### config.mk
export PLATFORM = sky130hd
export DESIGN_NAME = quad_step_decoder_flat
export DESIGN_NICKNAME = d
export VERILOG_FILES = /design/src/rtl/quad_step_decoder_if.sv /design/src/rtl/quad_step_decoder.sv /design/src/flat_wrapper.sv
export SDC_FILE = /design/constraint.sdc
export NUM_CORES = 1
export LEC_CHECK = 0
export CORE_MARGIN = 2
export CORE_UTILIZATION = 60
export DETAILED_ROUTE_END_ITERATION = 7
export PLACE_DENSITY = 0.81
export RECOVER_POWER = 25
export SLEW_MARGIN = 20
export SYNTH_ARGS = -nofsm -noshare
export SYNTH_HDL_FRONTEND = slang
export SYNTH_SLANG_ARGS = --single-unit
### constraint.sdc
create_clock -name clk -period 4.1 [get_ports clk]
set_input_delay 0.82 -clock clk [delete_from_list [all_inputs] [get_ports clk]]
set_output_delay 0.82 -clock clk [all_outputs]
set_load 0.02 [all_outputs]
### src/rtl/quad_step_decoder_if.sv
// Encoder-side bundle for quad_step_decoder: raw A/B phases and controls in, step/dir/err events out.
// The pos bus and its POS_W width exist only when QDEC_POS_EN is defined.
interface quad_step_decoder_if
`ifdef QDEC_POS_EN
  #(parameter int POS_W = 16)
`endif
  ;
  logic a_in;
  logic b_in;
  logic enable;
  logic err_clr;
  logic step;
  logic dir;
  logic err;
`ifdef QDEC_POS_EN
  logic [POS_W-1:0] pos;

  modport master (output a_in, b_in, enable, err_clr, input step, dir, err, pos);
  modport slave  (input a_in, b_in, enable, err_clr, output step, dir, err, pos);
`else
  modport master (output a_in, b_in, enable, err_clr, input step, dir, err);
  modport slave  (input a_in, b_in, enable, err_clr, output step, dir, err);
`endif
endinterface

### src/rtl/quad_step_decoder.sv
// Quadrature A/B front end: synchronise, glitch-filter, decode Gray steps into step/dir and flag illegal jumps.
// Optional up/down position register enabled by defining QDEC_POS_EN.
module quad_step_decoder #(
  parameter int FILT_CYC = 2,
  parameter int FILT_W   = 4
`ifdef QDEC_POS_EN
  , parameter int POS_W  = 16
`endif
) (
  input  logic               clk,
  input  logic               reset,
  quad_step_decoder_if.slave bus
);

  typedef enum logic {INIT, TRACK} state_t;

  localparam logic [FILT_W-1:0] FILT_LAST = FILT_W'(FILT_CYC);
  localparam logic [FILT_W:0]   INIT_CYC  = (FILT_W+1)'(FILT_CYC) + (FILT_W+1)'(1);

  logic              a_s1, a_s2, b_s1, b_s2;
  logic [1:0]        sync_vld;
  logic              primed;
  logic [1:0]        samp;
  logic [1:0]        filt, cand;
  logic [FILT_W-1:0] cnt, cnt_inc;
  logic              filt_upd;

  state_t            state_q, state_d;
  logic [1:0]        prev_q, prev_d;
  logic [FILT_W:0]   init_cnt_q, init_cnt_d, init_cnt_inc;
  logic              step_q, step_d;
  logic              dir_q, dir_d;
  logic              err_q, err_d;
  logic              is_up, is_down, is_jump;
`ifdef QDEC_POS_EN
  logic [POS_W-1:0]  pos_q, pos_d;
`endif

  // Two-stage synchronisers; sync_vld marks when the pipeline holds real pin samples again after reset.
  always_ff @(posedge clk or posedge reset) begin
    if (reset) begin
      a_s1     <= 1'b0;
      a_s2     <= 1'b0;
      b_s1     <= 1'b0;
      b_s2     <= 1'b0;
      sync_vld <= 2'b00;
    end else begin
      a_s1     <= bus.a_in;
      a_s2     <= a_s1;
      b_s1     <= bus.b_in;
      b_s2     <= b_s1;
      sync_vld <= {sync_vld[0], 1'b1};
    end
  end

  assign primed  = sync_vld[1];
  assign samp    = {a_s2, b_s2};
  assign cnt_inc = (samp == cand) ? cnt + FILT_W'(1) : '0;

  // Joint filter: a new value must be seen on FILT_CYC+1 consecutive samples before it becomes filt.
  always_ff @(posedge clk or posedge reset) begin
    if (reset) begin
      filt     <= 2'b00;
      cand     <= 2'b00;
      cnt      <= '0;
      filt_upd <= 1'b0;
    end else begin
      filt_upd <= 1'b0;
      if (samp == filt) begin
        cand <= filt;
        cnt  <= '0;
      end else begin
        cand <= samp;
        if (cnt_inc == FILT_LAST) begin
          filt     <= samp;
          cnt      <= '0;
          filt_upd <= 1'b1;
        end else begin
          cnt <= cnt_inc;
        end
      end
    end
  end

  assign is_up        = (filt == {~prev_q[0], prev_q[1]});
  assign is_down      = (filt == {prev_q[0], ~prev_q[1]});
  assign is_jump      = ((filt ^ prev_q) == 2'b11);
  assign init_cnt_inc = init_cnt_q + (FILT_W+1)'(1);

  always_comb begin
    state_d    = state_q;
    prev_d     = prev_q;
    init_cnt_d = init_cnt_q;
    step_d     = 1'b0;
    dir_d      = dir_q;
    err_d      = err_q;
`ifdef QDEC_POS_EN
    pos_d      = pos_q;
`endif
    if (bus.err_clr) begin
      err_d = 1'b0;
    end
    case (state_q)
      INIT: begin
        if (filt_upd) begin
          prev_d     = filt;
          init_cnt_d = '0;
          state_d    = TRACK;
        end else if (primed && samp == 2'b00 && filt == 2'b00) begin
          init_cnt_d = init_cnt_inc;
          if (init_cnt_inc == INIT_CYC) begin
            prev_d     = 2'b00;
            init_cnt_d = '0;
            state_d    = TRACK;
          end
        end else begin
          init_cnt_d = '0;
        end
      end
      TRACK: begin
        // prev always follows filt, even while disabled, so re-enabling decodes from the true position.
        if (filt_upd) begin
          prev_d = filt;
          if (bus.enable) begin
            if (is_up) begin
              step_d = 1'b1;
              dir_d  = 1'b1;
`ifdef QDEC_POS_EN
              pos_d  = pos_q + POS_W'(1);
`endif
            end else if (is_down) begin
              step_d = 1'b1;
              dir_d  = 1'b0;
`ifdef QDEC_POS_EN
              pos_d  = pos_q - POS_W'(1);
`endif
            end else if (is_jump) begin
              err_d = 1'b1;
            end
          end
        end
      end
      default: state_d = INIT;
    endcase
  end

  always_ff @(posedge clk or posedge reset) begin
    if (reset) begin
      state_q    <= INIT;
      prev_q     <= 2'b00;
      init_cnt_q <= '0;
      step_q     <= 1'b0;
      dir_q      <= 1'b0;
      err_q      <= 1'b0;
`ifdef QDEC_POS_EN
      pos_q      <= '0;
`endif
    end else begin
      state_q    <= state_d;
      prev_q     <= prev_d;
      init_cnt_q <= init_cnt_d;
      step_q     <= step_d;
      dir_q      <= dir_d;
      err_q      <= err_d;
`ifdef QDEC_POS_EN
      pos_q      <= pos_d;
`endif
    end
  end

  assign bus.step = step_q;
  assign bus.dir  = dir_q;
  assign bus.err  = err_q;
`ifdef QDEC_POS_EN
  assign bus.pos  = pos_q;
`endif

endmodule

### src/flat_wrapper.sv
// flat-port wrapper written by rule: the top's interface ports become plain ports
module quad_step_decoder_flat 
#(
  parameter int FILT_CYC = 2,
  parameter int FILT_W   = 4

)
  (clk, reset, bus_a_in, bus_b_in, bus_enable, bus_err_clr, bus_step, bus_dir, bus_err);
  quad_step_decoder_if bus_i ();
  input  logic clk;
  input  logic reset;
  input wire logic [$bits(bus_i.a_in)-1:0] bus_a_in;
  input wire logic [$bits(bus_i.b_in)-1:0] bus_b_in;
  input wire logic [$bits(bus_i.enable)-1:0] bus_enable;
  input wire logic [$bits(bus_i.err_clr)-1:0] bus_err_clr;
  output wire logic [$bits(bus_i.step)-1:0] bus_step;
  output wire logic [$bits(bus_i.dir)-1:0] bus_dir;
  output wire logic [$bits(bus_i.err)-1:0] bus_err;
  assign bus_i.a_in = bus_a_in;
  assign bus_i.b_in = bus_b_in;
  assign bus_i.enable = bus_enable;
  assign bus_i.err_clr = bus_err_clr;
  assign bus_step = bus_i.step;
  assign bus_dir = bus_i.dir;
  assign bus_err = bus_i.err;
  quad_step_decoder #(.FILT_CYC(FILT_CYC), .FILT_W(FILT_W)) u_core (.clk(clk), .reset(reset), .bus(bus_i));
endmodule
==> results.cfg, run 1 <==
[cts]
numCtsBuffers = 3
h-tree-depth = 1
post_cts_buffers = 0
clk_latency_ns = 0.32
clk_pin_slew_ns = 0.13
clkSinkCount = 26
cts_root_buffer = clkbuf_4
holdBufCountCts = 0
cts-resized-gates = 0
clockBufferDepth = 2
cts_tree = built

[drt]
first_iter_violations = 5
drt-vias-per-instance = 5.390
ant_nets = 0
first_pass_iters = 2
drt-total-wl_um = 1759
drc = 0
wl_per_cell_um = 12.93
vias = 733

[sta]
clock_skew_ns = 0.001564
tns_ns = 0
relSlewSlack_pct = 38.26
min_period_ns = 2.124
hold_violations = 0
period_share_pct = 51.80
slew_violations = 0
max_freq_mhz = 470.9
rsz0062_at_grt = false
fin_ws_ns = 1.976
worst_pin_slew_ns = 0.9251
setup_viol = 0

[critical_path]
worstPathCellList = clkdlybuf4s50_1
cp.buffers_inverters = 1
rr_startpoint = u_core.filt[1]
crit_type = reg2out
cp_data_required_time_ns = 3.28
critPathTopFamily = buffers and inverters
crit_path_start_kind = flip-flop
path_depth = 1
r2r_setup_slack_ns = 2.32
rr_worst_depth = 4
cp_max_fo = 3
crit_arrival_ns = 1.30
cp_slowest_cell = clkdlybuf4s50_1
r2r-end = u_core.init_cnt_q[1]
slowest_delay_ns = 0.60
end_kind = output pin

[yosys]
synthFlopType = dfrtp_1
synth-edff-count = 0
synthMuxAreaShare_pct = 4.303
synth-simple-area-share_pct = 13.83
synthesis.area_sq_mm = 0.001221
syn_area_per_cell_sq_um = 11.86
synth_cell_types = 37
ys_ff_latch = 26
ys_warn_count = 0
synth_fp_nets = 112
synth-compound-area-share_pct = 9.734
synthAdderAreaFrac_pct = 3.074
synth_top_family_by_area = simple AND/OR/NAND/NOR gates
synthXorXnorAreaFrac_pct = 9.324
ys_seq_area_share_pct = 53.28
synth_cells = 103
synthArstFlopShare_pct = 100.0

[finish]
area_growth_syn_to_layout_pct = 7.480
final_common_cell = dfrtp_1
final_area_sq_mm = 0.001313
final_core_util_pct = 67.59
diodes = 0
instances_no_fill = 136
drive_gt1_share_pct = 10.09
layout_common_cells = dfrtp_1 (26), xor2_1 (7), nand2_1 (7)
fin_nets = 119

[global_route]
grt_usage_pct = 17.91
antenna_found_initial = 0
grt_pass1_vias = 748
grt_overflow = 0
grt_start_max_net_pins = 27
grt_pass1_wl_um = 3167

[placement]
post-place-ws_ns = 2.118
gp_congestion = 0.7662
place_hpwl_um = 1244
dp_cells = 132
portBuffers = 8
dpl-instance-area_sq_mm = 0.001275

[floorplan]
start_util_pct = 62.89
die_x_um = 49.12
die_area_sq_mm = 0.002412
coreArea_sq_mm = 0.001942
die_h_um = 49.12
pin_count = 9
row_count = 16

[worst_hold_path]
holdPathStages = 0
holdPathEnd = u_core.b_s2
worstHoldStart = u_core.b_s1
hold_path_class = reg2reg

[run_status]
outcome = finished, final reports clean

[job]
max-cap-violations = 0

[power_and_ir_drop]
leakagePower_nw = 0.5640
power_density_mw_per_mm2 = 443.6
peakVddDrop_mv = 0.3066
## layer usage
metal  vias to the layer above  track usage, %  share of wire (%)
li1                        366               -                  -
met1                       350           23.75                 46
met2                        12           27.25                 47
met3                         5           2.147                3.2
met4                         0           12.86                3.4
met5                         -               0                  0
## state kept, by name, summed over array words and instances (netlist names), 2 cells and up
register,count
u_core.sync_vld,2
u_core.prev_q,2
u_core.init_cnt_q,5
u_core.filt,2
u_core.cand,2
u_core.cnt,4
## report_power, final
part           switching [mW]  total, mW  internal (mW)
Sequential             0.0416      0.321          0.279
Combinational          0.0413     0.0898         0.0485
Clock                  0.0727      0.172         0.0990
Total                   0.156      0.582          0.427
## worst max path at each step
stage,from,endpoint,slack (ns)
floorplan,u_core.filt[1],u_core.init_cnt_q[1],2.61
global placement,reset,u_core.cnt[0],2.15
detailed placement,reset,u_core.filt_upd,2.12
CTS,u_core.bus.err,bus_err,1.95
global route,u_core.bus.dir,bus_dir,1.90
finish,u_core.bus.dir,bus_dir,1.98
## cells by family after synthesis
logic type / after synthesis
xor gates and xnor gates: 13
DFF: 26
buffers and inverters: 10
muxes: 5
and+or+nand+nor: 28
adders and majority gates: 3
AOI/OAI and AO/OA: 17
other: 1
## cells in the mapped netlist (all sizes together), types with 2 or more instances
library cell | count | area (sq um)
clkbuf | 5 | 48.80
xor2 | 7 | 61.31
nand3 | 4 | 20.02
mux2 | 2 | 22.52
xnor2 | 6 | 52.55
o21ai | 6 | 30.02
dfrtp | 26 | 650.6
mux2i | 3 | 30.03
inv | 4 | 15.01
nor2 | 6 | 22.52
or3 | 2 | 17.52
a21oi | 2 | 10.01
ha | 3 | 37.54
o31ai | 2 | 20.02
nand2 | 8 | 32.54
## metrics by stage
stage / hold slack, ns / total power, mW
finish: 0.3687 / 0.5823
CTS: 0.3716 / 0.5958
detailed placement: 0.3411 / 0.4233
global route: 0.3763 / 0.6196
floorplan: 0.3312 / 0.4225
global placement: 0.3349 / 0.4168
## cell type report
cell class	count	area [sq um]
Tap cell	27	33.78
Inverter	4	15.01
Timing Repair Buffer	8	80.08
Clock inverter	1	30.03
Multi-Input combinational cell	67	480.5
Clock buffer	3	22.52
Fill cell	144	629.4
Sequential cell	26	650.6
No activity file was read; power rests on OpenSTA's default activity.
==> inputs of run 2 (changes only) <==
--- a/config.mk
+++ b/config.mk
@@ -6,9 +6,9 @@
 export NUM_CORES = 1
 export LEC_CHECK = 0
 export CORE_MARGIN = 2
-export CORE_UTILIZATION = 60
+export CORE_UTILIZATION = 50
 export DETAILED_ROUTE_END_ITERATION = 7
-export PLACE_DENSITY = 0.81
+export PLACE_DENSITY = 0.72
 export RECOVER_POWER = 25
 export SLEW_MARGIN = 20
 export SYNTH_ARGS = -nofsm -noshare
==> constraint.sdc (replaced) <==
create_clock -name clk -period 1.92 [get_ports clk]
set_input_delay 0.384 -clock clk [delete_from_list [all_inputs] [get_ports clk]]
set_output_delay 0.384 -clock clk [all_outputs]
set_load 0.02 [all_outputs]
==> run 2 against run 1 <==
Sequential share of layout area decreased by 0.88 points. Routed wire length decreased by 1.0%. Design area increased by 1.8%. Final cell count increased by 1.5%. Non-clock buffer count increased by 1. Critical path depth unchanged. Die area increased by 18%. Sequential cell count unchanged. Global-route usage decreased by 3.1 points. Combinational power increased by 120%. Sequential power increased by 120%. Worst setup slack got worse by 1.7 ns. Highest routed layer unchanged.
==> results.cfg, run 2 (same netlist as run 1, synthesis figures left out) <==
[run_status]
outcome = finished, final reports clean

[critical_path]
cp_slowest_cell = clkdlybuf4s50_1
rr_startpoint = u_core.filt[1]
cp.buffers_inverters = 1
rr_worst_depth = 4
crit_end = bus_dir
cp-startpoint = u_core.bus.dir
cp_max_fo = 3
crit_path_start_kind = flip-flop
critPathTopFamily = buffers and inverters
slowest_delay_ns = 0.60
worstPathCellList = clkdlybuf4s50_1
end_kind = output pin
cp_data_required_time_ns = 1.54
r2r-end = u_core.init_cnt_q[1]
crit_arrival_ns = 1.30
crit_type = reg2out
r2r_setup_slack_ns = 0.32
path_depth = 1

[floorplan]
die_area_sq_mm = 0.002854
row_count = 17
pin_count = 9
die_x_um = 53.42
coreArea_sq_mm = 0.002255
die_h_um = 53.42
start_util_pct = 54.16

[sta]
hold_violations = 0
max_freq_mhz = 594.1
worst_pin_slew_ns = 0.5345
timing.hold.ws_ns = 0.3638
rsz0062_at_grt = false
clock_skew_ns = 0.001432
tns_ns = 0
relSlewSlack_pct = 63.99
slew_violations = 0
period_share_pct = 87.67
setup_viol = 0
min_period_ns = 1.683
fin_ws_ns = 0.2368

[global_route]
grt_usage_pct = 14.78
use_met2_pct = 24.69
grt_pass1_vias = 724
grt_pass1_wl_um = 2980
grt_start_max_net_pins = 27
grt_overflow = 0
grt_util_met3_pct = 5.085
use_met1_pct = 17.52
antenna_found_initial = 0
gr-max-usage-layer = met2

[placement]
place_hpwl_um = 1221
post-place-ws_ns = 0.3371
gp_congestion = 0.7663
portBuffers = 8

[drt]
wl_per_cell_um = 12.62
ant_nets = 0
first_iter_violations = 7
vias = 754
drt-total-wl_um = 1741
first_pass_iters = 4
drt-vias-per-instance = 5.464
drc = 0

[finish]
final_common_cell = dfrtp_1
regMostFlops = u_core.init_cnt_q
diodes = 0
largest_reg_flops = 5
final_core_util_pct = 59.27
drive_gt1_share_pct = 11.82
layout_common_cells = dfrtp_1 (26), xor2_1 (7), nand2_1 (7)
fin_nets = 120
area_growth_syn_to_layout_pct = 9.426
reg_top3 = u_core.init_cnt_q x5, u_core.cnt x4
fill_cells = 201

[cts]
clockBufferDepth = 2
clkSinkCount = 26
clk_latency_ns = 0.31
h-tree-depth = 1
cts_tree = built
cts-resized-gates = 0
clk_pin_slew_ns = 0.13
numCtsBuffers = 3
holdBufCountCts = 0
post_cts_buffers = 0
cts_root_buffer = clkbuf_4

[worst_hold_path]
hold_path_class = reg2reg

[power_and_ir_drop]
power_density_mw_per_mm2 = 936.6
peakVddDrop_mv = 0.7219
p_total_mw = 1.252
leakagePower_nw = 0.5710

[job]
max-cap-violations = 0
==> run 2: cell types whose count changed in the layout (fill, tap and decap cells not counted), sizes merged <==
cell | before | now
buf | 0 | 1
==> run 2: final cells by class <==
type	instances	area, sq um	share of cell area [%]
well taps	28	35.03	2.622
inverters	4	15.01	1.124
clock buffers	3	22.52	1.685
flip-flops and latches	26	650.6	48.69
multi-input cells	67	495.5	37.08
repair buffers	9	87.58	6.554
clock inverters	1	30.03	2.247
==> run 2: where the power goes <==
| group | leakage (nW) | internal [mW] | switching, mW | total [mW] |
|---|---|---|---|---|
| combinational | 0.202 | 0.109 | 0.0862 | 0.196 |
| sequential | 0.341 | 0.596 | 0.100 | 0.696 |
| clock | 0.0279 | 0.211 | 0.149 | 0.360 |
==> run 2: metal layers <==
| metal | routed length, um | part of all wire, % |
|---|---|---|
| met1 | 857 | 49 |
| met2 | 792 | 45 |
| met3 | 76 | 4.4 |
| met4 | 14 | 0.80 |
| met5 | 0 | 0 |
==> run 2: worst min path at each step <==
stage	startpoint	endpoint	slack (ns)	cells past startpoint
floorplan	u_core.a_s1	u_core.a_s2	0.33	0
global placement	u_core.a_s1	u_core.a_s2	0.33	0
detailed placement	u_core.sync_vld[0]	u_core.sync_vld[1]	0.33	0
CTS	u_core.sync_vld[0]	u_core.sync_vld[1]	0.37	0
global route	u_core.a_s1	u_core.a_s2	0.38	0
finish	u_core.sync_vld[0]	u_core.sync_vld[1]	0.36	0
==> run 2: metrics by stage <==
step / std cells / cell area [sq um]
2_1_floorplan: 103 / 1221
3_3_place_gp: 134 / 1284
3_5_place_dp: 134 / 1284
4_1_cts: 138 / 1336
5_1_grt: 138 / 1336
6_report: 138 / 1336
